## config.mk

```make
export PLATFORM = sky130hd
export DESIGN_NAME = spi_slave_param
export DESIGN_NICKNAME = d
export VERILOG_FILES = /design/src/rtl/spi_slave_pkg.sv /design/src/rtl/spi_tx_shift.sv /design/src/rtl/spi_slave_param.sv
export SDC_FILE = /design/constraint.sdc
export NUM_CORES = 1
export LEC_CHECK = 0
export ABC_AREA = 1
export BUFFER_PORTS_ARGS = -buffer_cell sky130_fd_sc_hd__buf_2
export CORE_MARGIN = 1
export CORE_UTILIZATION = 45
export CTS_BUF_LIST = sky130_fd_sc_hd__clkbuf_2 sky130_fd_sc_hd__clkbuf_4 sky130_fd_sc_hd__clkbuf_8
export DETAILED_ROUTE_END_ITERATION = 8
export PLACE_DENSITY = 0.65
export SYNTH_ARGS = -nofsm -noshare
export SYNTH_HDL_FRONTEND = slang
export SYNTH_SLANG_ARGS = --single-unit
```

## constraint.sdc

```tcl
create_clock -name SPI_SCLK -period 1.71 [get_ports SPI_SCLK]
set_clock_uncertainty 0.1 [all_clocks]
set_input_delay 0.2565 -clock SPI_SCLK [delete_from_list [all_inputs] [get_ports SPI_SCLK]]
set_output_delay 0.2565 -clock SPI_SCLK [all_outputs]
set_load 0.05 [all_outputs]
```

## src/rtl/spi_slave_pkg.sv

```systemverilog
// Shared types and helpers for the parameterised SPI register slave.
package spi_slave_pkg;

  typedef enum logic [2:0] {
    IDLE,
    HDR,
    WDATA,
    RDATA,
    IDRD
  } state_e;

  localparam logic RW_WRITE = 1'b1;
  localparam logic RW_READ  = 1'b0;

  function automatic int cntWidth(input int hdrW, input int dataW);
    int maxW;
    maxW = (hdrW > dataW) ? hdrW : dataW;
    return $clog2(maxW + 1);
  endfunction

endpackage

```

## src/rtl/spi_tx_shift.sv

```systemverilog
// Negedge MISO shifter: parallel load at word boundaries, MSb-first shift otherwise.
module spi_tx_shift #(
  parameter int DATA_W = 8
) (
  input  logic              SPI_SCLK,
  input  logic              rst_n,
  input  logic              load_i,
  input  logic [DATA_W-1:0] data_i,
  input  logic              active_i,
  output logic              miso_o
);

  logic [DATA_W-1:0] sh_q;

  always_ff @(negedge SPI_SCLK or negedge rst_n) begin
    if (!rst_n) begin
      sh_q <= '0;
    end else if (load_i) begin
      sh_q <= data_i;
    end else if (active_i) begin
      sh_q <= {sh_q[DATA_W-2:0], 1'b0};
    end else begin
      sh_q <= '0;
    end
  end

  assign miso_o = active_i & sh_q[DATA_W-1];

endmodule

```

## src/rtl/spi_slave_param.sv

```systemverilog
// SPI mode-0 register-access slave: header (R/W + address) followed by a burst
// of data words, with auto-increment inside a wrap window and a device-ID read.
module spi_slave_param
  import spi_slave_pkg::*;
#(
  parameter int                ADDR_W  = 7,
  parameter int                DATA_W  = 8,
  parameter int                WRAP_LO = 7,
  parameter int                WRAP_HI = 11,
  parameter logic [DATA_W-1:0] DEV_ID  = '0
) (
  input  logic              SPI_SCLK,
  input  logic              rst_n,
  input  logic              SPI_SS,
  input  logic              SPI_MOSI,
  output logic              SPI_MISO,
  output logic [ADDR_W-1:0] addr,
  output logic [DATA_W-1:0] wr_data,
  output logic              wr_data_valid,
  input  logic [DATA_W-1:0] rd_data,
  output logic              rd_data_ack,
  output logic              frame_err
);

  localparam int HDR_W = ADDR_W + 1;
  localparam int SW    = (HDR_W > DATA_W) ? HDR_W : DATA_W;
  localparam int CW    = cntWidth(HDR_W, DATA_W);
  localparam logic [CW-1:0] HDR_LAST  = CW'(HDR_W - 1);
  localparam logic [CW-1:0] DATA_LAST = CW'(DATA_W - 1);

  state_e            state_q;
  logic [CW-1:0]     cnt_q;
  logic [SW-2:0]     rx_q;
  logic [SW-1:0]     rx_d;
  logic [ADDR_W-1:0] addr_q;
  logic [DATA_W-1:0] wrData_q;
  logic              pending_q;
  logic              valid_q;
  logic              ack_q;
  logic              frameErr_q;
  logic              load_q;

  logic              inHdr;
  logic              hdrDone;
  logic              wordDone;
  logic              hdrRw;
  logic [ADDR_W-1:0] hdrAddr;
  logic              isIdRead;
  logic              txActive;
  logic [DATA_W-1:0] txData;

  function automatic logic [ADDR_W-1:0] nextAddr(input logic [ADDR_W-1:0] a);
    if ((WRAP_LO <= WRAP_HI) && (a == ADDR_W'(WRAP_HI))) return ADDR_W'(WRAP_LO);
    return a + ADDR_W'(1);
  endfunction

  always_comb begin
    rx_d     = {rx_q, SPI_MOSI};
    inHdr    = (state_q == IDLE) || (state_q == HDR);
    hdrDone  = !SPI_SS && inHdr && (cnt_q == HDR_LAST);
    wordDone = !SPI_SS && !inHdr && (cnt_q == DATA_LAST);
    hdrRw    = rx_d[HDR_W-1];
    hdrAddr  = rx_d[ADDR_W-1:0];
    isIdRead = (hdrRw == RW_READ) && (&hdrAddr);
  end

  // A completed write word is committed on the following edge whatever SS does;
  // writes advance addr after the strobe cycle, reads advance it on the ack edge
  // so the next negedge load already sees the new address.
  always_ff @(posedge SPI_SCLK or negedge rst_n) begin
    if (!rst_n) begin
      state_q    <= IDLE;
      cnt_q      <= '0;
      rx_q       <= '0;
      addr_q     <= '0;
      wrData_q   <= '0;
      pending_q  <= 1'b0;
      valid_q    <= 1'b0;
      ack_q      <= 1'b0;
      frameErr_q <= 1'b0;
      load_q     <= 1'b0;
    end else begin
      valid_q    <= pending_q;
      pending_q  <= 1'b0;
      ack_q      <= 1'b0;
      frameErr_q <= 1'b0;
      load_q     <= 1'b0;
      if (valid_q) addr_q <= nextAddr(addr_q);

      if (SPI_SS) begin
        frameErr_q <= (cnt_q != '0);
        cnt_q      <= '0;
        rx_q       <= '0;
        state_q    <= IDLE;
      end else begin
        rx_q  <= rx_d[SW-2:0];
        cnt_q <= cnt_q + CW'(1);
        case (state_q)
          IDLE, HDR: begin
            state_q <= HDR;
            if (hdrDone) begin
              cnt_q <= '0;
              if (hdrRw == RW_WRITE) begin
                state_q <= WDATA;
                addr_q  <= hdrAddr;
              end else if (isIdRead) begin
                state_q <= IDRD;
                load_q  <= 1'b1;
              end else begin
                state_q <= RDATA;
                addr_q  <= hdrAddr;
                load_q  <= 1'b1;
              end
            end
          end
          WDATA: begin
            if (wordDone) begin
              cnt_q     <= '0;
              wrData_q  <= rx_d[DATA_W-1:0];
              pending_q <= 1'b1;
            end
          end
          RDATA: begin
            if (wordDone) begin
              cnt_q  <= '0;
              ack_q  <= 1'b1;
              addr_q <= nextAddr(addr_q);
              load_q <= 1'b1;
            end
          end
          IDRD: begin
            if (wordDone) begin
              cnt_q  <= '0;
              load_q <= 1'b1;
            end
          end
          default: state_q <= IDLE;
        endcase
      end
    end
  end

  assign txActive = (state_q == RDATA) || (state_q == IDRD);
  assign txData   = (state_q == IDRD) ? DEV_ID : rd_data;

  spi_tx_shift #(
    .DATA_W(DATA_W)
  ) uTxShift (
    .SPI_SCLK(SPI_SCLK),
    .rst_n   (rst_n),
    .load_i  (load_q),
    .data_i  (txData),
    .active_i(txActive),
    .miso_o  (SPI_MISO)
  );

  assign addr          = addr_q;
  assign wr_data       = wrData_q;
  assign wr_data_valid = valid_q;
  assign rd_data_ack   = ack_q;
  assign frame_err     = frameErr_q;

endmodule

```

After elaboration in Yosys (flattened, before gate mapping) --
Cells that the tools add are included.
Word-level totals: register bits after elaboration 42, latch bits 0, RAM bits 0, bits in read-only memories 0, input port bits 12, output and inout port bits 19, word-level logic and storage cells 77, memories 0
Operators by class: add/sub/neg operators 2, multipliers 0, divide/modulo/power cells 0, order comparisons 0, equal/unequal tests 7, shifts and indexed selects 0, muxes and demuxes 38, bitwise gates (word level) 3, reduce and logical (&&, ||, !) cells 16
Operators with widths (number):
- 7-bit two-way mux | 10
- 8-bit two-way mux | 3
- 1-bit two-way mux | 14
- 7-bit one-hot mux with 2 select lines | 1
- 3-bit two-way mux | 4
- 4-bit two-way mux | 3
- 4-bit one-hot mux with 2 select lines | 1
- 7-bit by 1-bit adder with 7-bit output (second input constant) | 1
- 7-bit by 4-bit == test with 1-bit output (second input constant) | 1
- 7-bit AND reduction | 1
- 3-bit by 2-bit == test with 1-bit output (second input constant) | 2
- 3-bit one-hot mux with 2 select lines | 1
- 1-bit logical AND | 5
- 4-bit by 1-bit adder with 4-bit output (second input constant) | 1
- 4-bit by 3-bit == test with 1-bit output (second input constant) | 1
- 4-bit nonzero test | 1
- 2-bit OR reduction | 2
- 3-bit by 1-bit == test with 1-bit output (second input constant) | 1
- 3-bit == test (second input constant) | 1
- 3-bit zero test | 1
- 3-bit AND reduction | 1
- 3-bit OR reduction | 1
- 1-bit zero test | 2
- 1-bit logical OR | 2
- 4 further kinds | 5

Logic depth before layout (Yosys ltp) --
depth after elaboration 12, mapped depth 10, mapped depth without buffers 10

Hierarchy --
Synthesis repeated with hierarchy kept, for this count alone.
Second synthesis, totals: cells, all modules 293, area total of the unflattened synthesis 2258.4 um2
By module, submodules not included:
- spi_slave_param | instances 1, cells each 257, area an instance 1925.6 um2, seq. area each 850.8 um2
- spi_tx_shift | instances 1, cells each 36, area an instance 332.8 um2, seq. area each 200.2 um2

==> flow_metrics.py <==
metrics = {
    "power": {
        "clkPwrFrac_pct": 28.5,
        "switchingPower_mw": 1.298,
        "ir_drop_uv": 602.2,
        "power.density_nw_per_um2": 1094,
        "p_int_mw": 2.059,
        "pwr-share-seq_pct": 36.5,
        "pwr-share-comb_pct": 35.0,
        "finalPower_mw": 3.357,
        "swShare_pct": 38.67,
        "p_leak_nw": 1.488,
    },
    "placed_design": {
        "place.gp.congestion": 0.8454,
        "dp_hpwl_um": 3700,
        "port_buffers": 30,
        "dp_slack_ns": -0.3888,
        "dp_cells": 391,
    },
    "detailed_routing": {
        "wl_per_cell_um": 13.28,
        "drtIter0Drc": 77,
        "via_count": 2015,
        "drt-total-wl_um": 5418,
        "ant_nets": 0,
        "detail_route.vias_per_cell": 4.939,
        "drc": 0,
        "drt-pass1-iter-count": 4,
    },
    "critical_path": {
        "path_buf_inv": 2,
        "worst_setup_path_start_kind": "flip-flop",
        "critPathKind": "flip-flop to output pin",
        "critPathArrivalTime_ns": 1.85,
        "slowest_stage": "dfrtn_1",
        "critPathTopFamily": "flip-flops",
        "slowest_delay_ns": 0.40,
        "end_kind": "output pin",
        "path_cells": "inv_1 -> nor2_2 -> buf_6",
        "worst_ep_required_time_ns": 1.35,
        "critPathMaxFanout": 1,
    },
    "sta": {
        "drv_slew": 0,
        "hold_violations": 0,
        "worst_pin_slew_ns": 0.5914,
        "fin_ws_ns": -0.4924,
        "slew_headroom_pct": 60.57,
        "finalSetupViolCount": 10,
        "tns_ns": -3.673,
        "whs_ns": 0.1527,
        "rsz0062_at_grt": "yes",
    },
    "yosys": {
        "synth_most_common_cell": "nand2_1",
        "synth_edf_count": 0,
        "netlist_area_um2": 2225,
        "yosysTopAreaCellShare_pct": 38.25,
        "yosys_warnings": 0,
        "synth_seq_cells": 42,
        "synth.area.top_cells": "dfrtp_1 38%, nand2_1 9.8%, nand3_1 9.2%",
        "synth_area_leader_cell": "dfrtp_1",
        "synth_cells": 277,
        "synth_nets": 292,
        "async_flop_share_pct": 100.0,
        "synth_common_cells": "58 x nand2_1, 41 x nand3_1, 34 x dfrtp_1",
        "avgSynthCellArea_um2": 8.031,
        "yosysUniqueCellTypes": 32,
        "synthFlopType": "dfrtp_1",
        "synth_seq_area_share_pct": 47.24,
    },
    "floorplan": {
        "die_h_um": 72.31,
        "core_area_um2": 4755,
        "die_area_um2": 5229,
        "initial_core_util_pct": 46.79,
        "num_rows": 25,
        "boundaryPins": 31,
        "fp.dieW_um": 72.31,
    },
    "job": {
        "maxCapViolCount": 0,
    },
    "clock_network": {
        "cts_max_level": 2,
        "clk_pin_slew_ns": 0.08,
        "cts_buffers": 5,
        "clock-root-buffer": "clkbuf_8",
        "clock_latency_ns": 0.30,
        "cts.sinks": 42,
        "cts_tree": "yes",
        "ctsLongestPathBuffers": 2,
    },
    "grt": {
        "grt-ovfl-total": 0,
        "grt_max_degree": 23,
        "track_usage_pct": 21.97,
        "grt_pass1_wl_um": 8645,
        "grt_antenna_before_repair": 0,
        "grt_pass1_vias": 1845,
    },
    "final_layout": {
        "finalNonFillerCells": 408,
        "antennaDiodeCount": 0,
        "fill_cells": 406,
        "drive_gt1_share_pct": 40.76,
        "final_nets": 355,
        "syn2layout_area_growth_pct": 37.96,
    },
    "outcome": {
        "status": "finished with violations",
        "failed_checks": "negative setup slack",
    },
    "worst_hold_path": {
        "hp-class": "input port to flip-flop",
    },
}
-- final timing paths --
| check | start | to | slack, ns | cells after the start |
|---|---|---|---|---|
| worst max-delay path | uTxShift.sh_q[7] | SPI_MISO | -0.49 | 3 |
| worst min-delay path | SPI_MOSI | rx_q[0] | 0.15 | 3 |
| worst max register to register | state_q[1] | uTxShift.sh_q[5] | -0.45 | 4 |
| worst min register to register | pending_q | wr_data_valid | 0.25 | 0 |
| max in group asynchronous | rst_n | uTxShift.sh_q[4] | 0.16 | 2 |
| min in group asynchronous | rst_n | rd_data_ack | 0.30 | 2 |
-- metal layers --
layer  track usage [%]  wire length (um)
met5                 0                 0
met3             4.722               138
met4             7.625                76
met2             34.68              2659
met1             30.09              2544
-- placed cells by master (no fill, tap or decap), types with 5 or more instances in the layout --
cell type	n
nand3_2	19
clkbuf_8	5
buf_6	8
nand2_2	9
buf_4	22
o21ai_2	13
dfrtp_1	30
o21ai_0	9
nand3_1	22
buf_2	29
inv_1	30
nand2_1	48
dfrtn_1	8
nor2_1	23
o21ai_1	8
-- repair_timing --
item                                   4_1_cts  5_1_grt
endpoints found under the hold margin        5        0
pin swaps                                    7       15
gates cloned                                 1        1
setup endpoints to repair                    9       24
buffers inserted                             3        3
hold buffers                                 1        0
gates resized for setup                     17       52
-- registers in the layout, summed over array words and instances, names as in the netlist, 3 cells and up --
name / count
uTxShift.sh_q: 8
wr_data: 8
addr: 7
rx_q: 7
cnt_q: 4
state_q: 3
-- area by class of cell --
type / instances / area, um2 / share of cell area, %
clock buffer: 5 / 68.82 / 2.242
clock inverter: 3 / 68.82 / 2.242
inverter: 38 / 157.7 / 5.137
multi-input combinational: 190 / 1174 / 38.24
sequential: 42 / 1056 / 34.41
tap: 67 / 83.83 / 2.731
timing repair buffer: 62 / 455.4 / 14.84
timing repair inverter: 1 / 5.005 / 0.1631
-- cells by family after synthesis --
logic type	count (synthesis)	share of synthesized area, %
AO/OA/AOI/OAI	42	11.53
flip-flops	42	47.24
buffers and inverters	45	8.212
adder cells (fa/ha/maj)	3	1.687
AND/OR/NAND/NOR	142	30.15
XOR/XNOR	3	1.181
-- worst min-delay path, delay by kind of cell --
| kind | cells | cell delay, ns |
|---|---|---|
| buffers and inverters | 2 | 0.17 |
| and+or+nand+nor | 1 | 0.09 |
-- metrics by stage --
stage                     util (%)  area, um2
after floorplan                  -       2241
after global placement       55.26       2628
after detailed placement     55.26       2628
after CTS                    59.82       2844
after global routing         64.55       3069
final                        64.55       3069
-- power by group through the flow --
stage	logic [mW]	clock network, mW	registers [mW]
after global placement	1.09	0	1.24
after detailed placement	1.10	0	1.24
final	1.17	0.956	1.23
after global routing	1.30	1.00	1.25
after CTS	1.11	0.965	1.22
after floorplan	0.533	0	1.53
No activity file was read; power rests on OpenSTA's default activity.
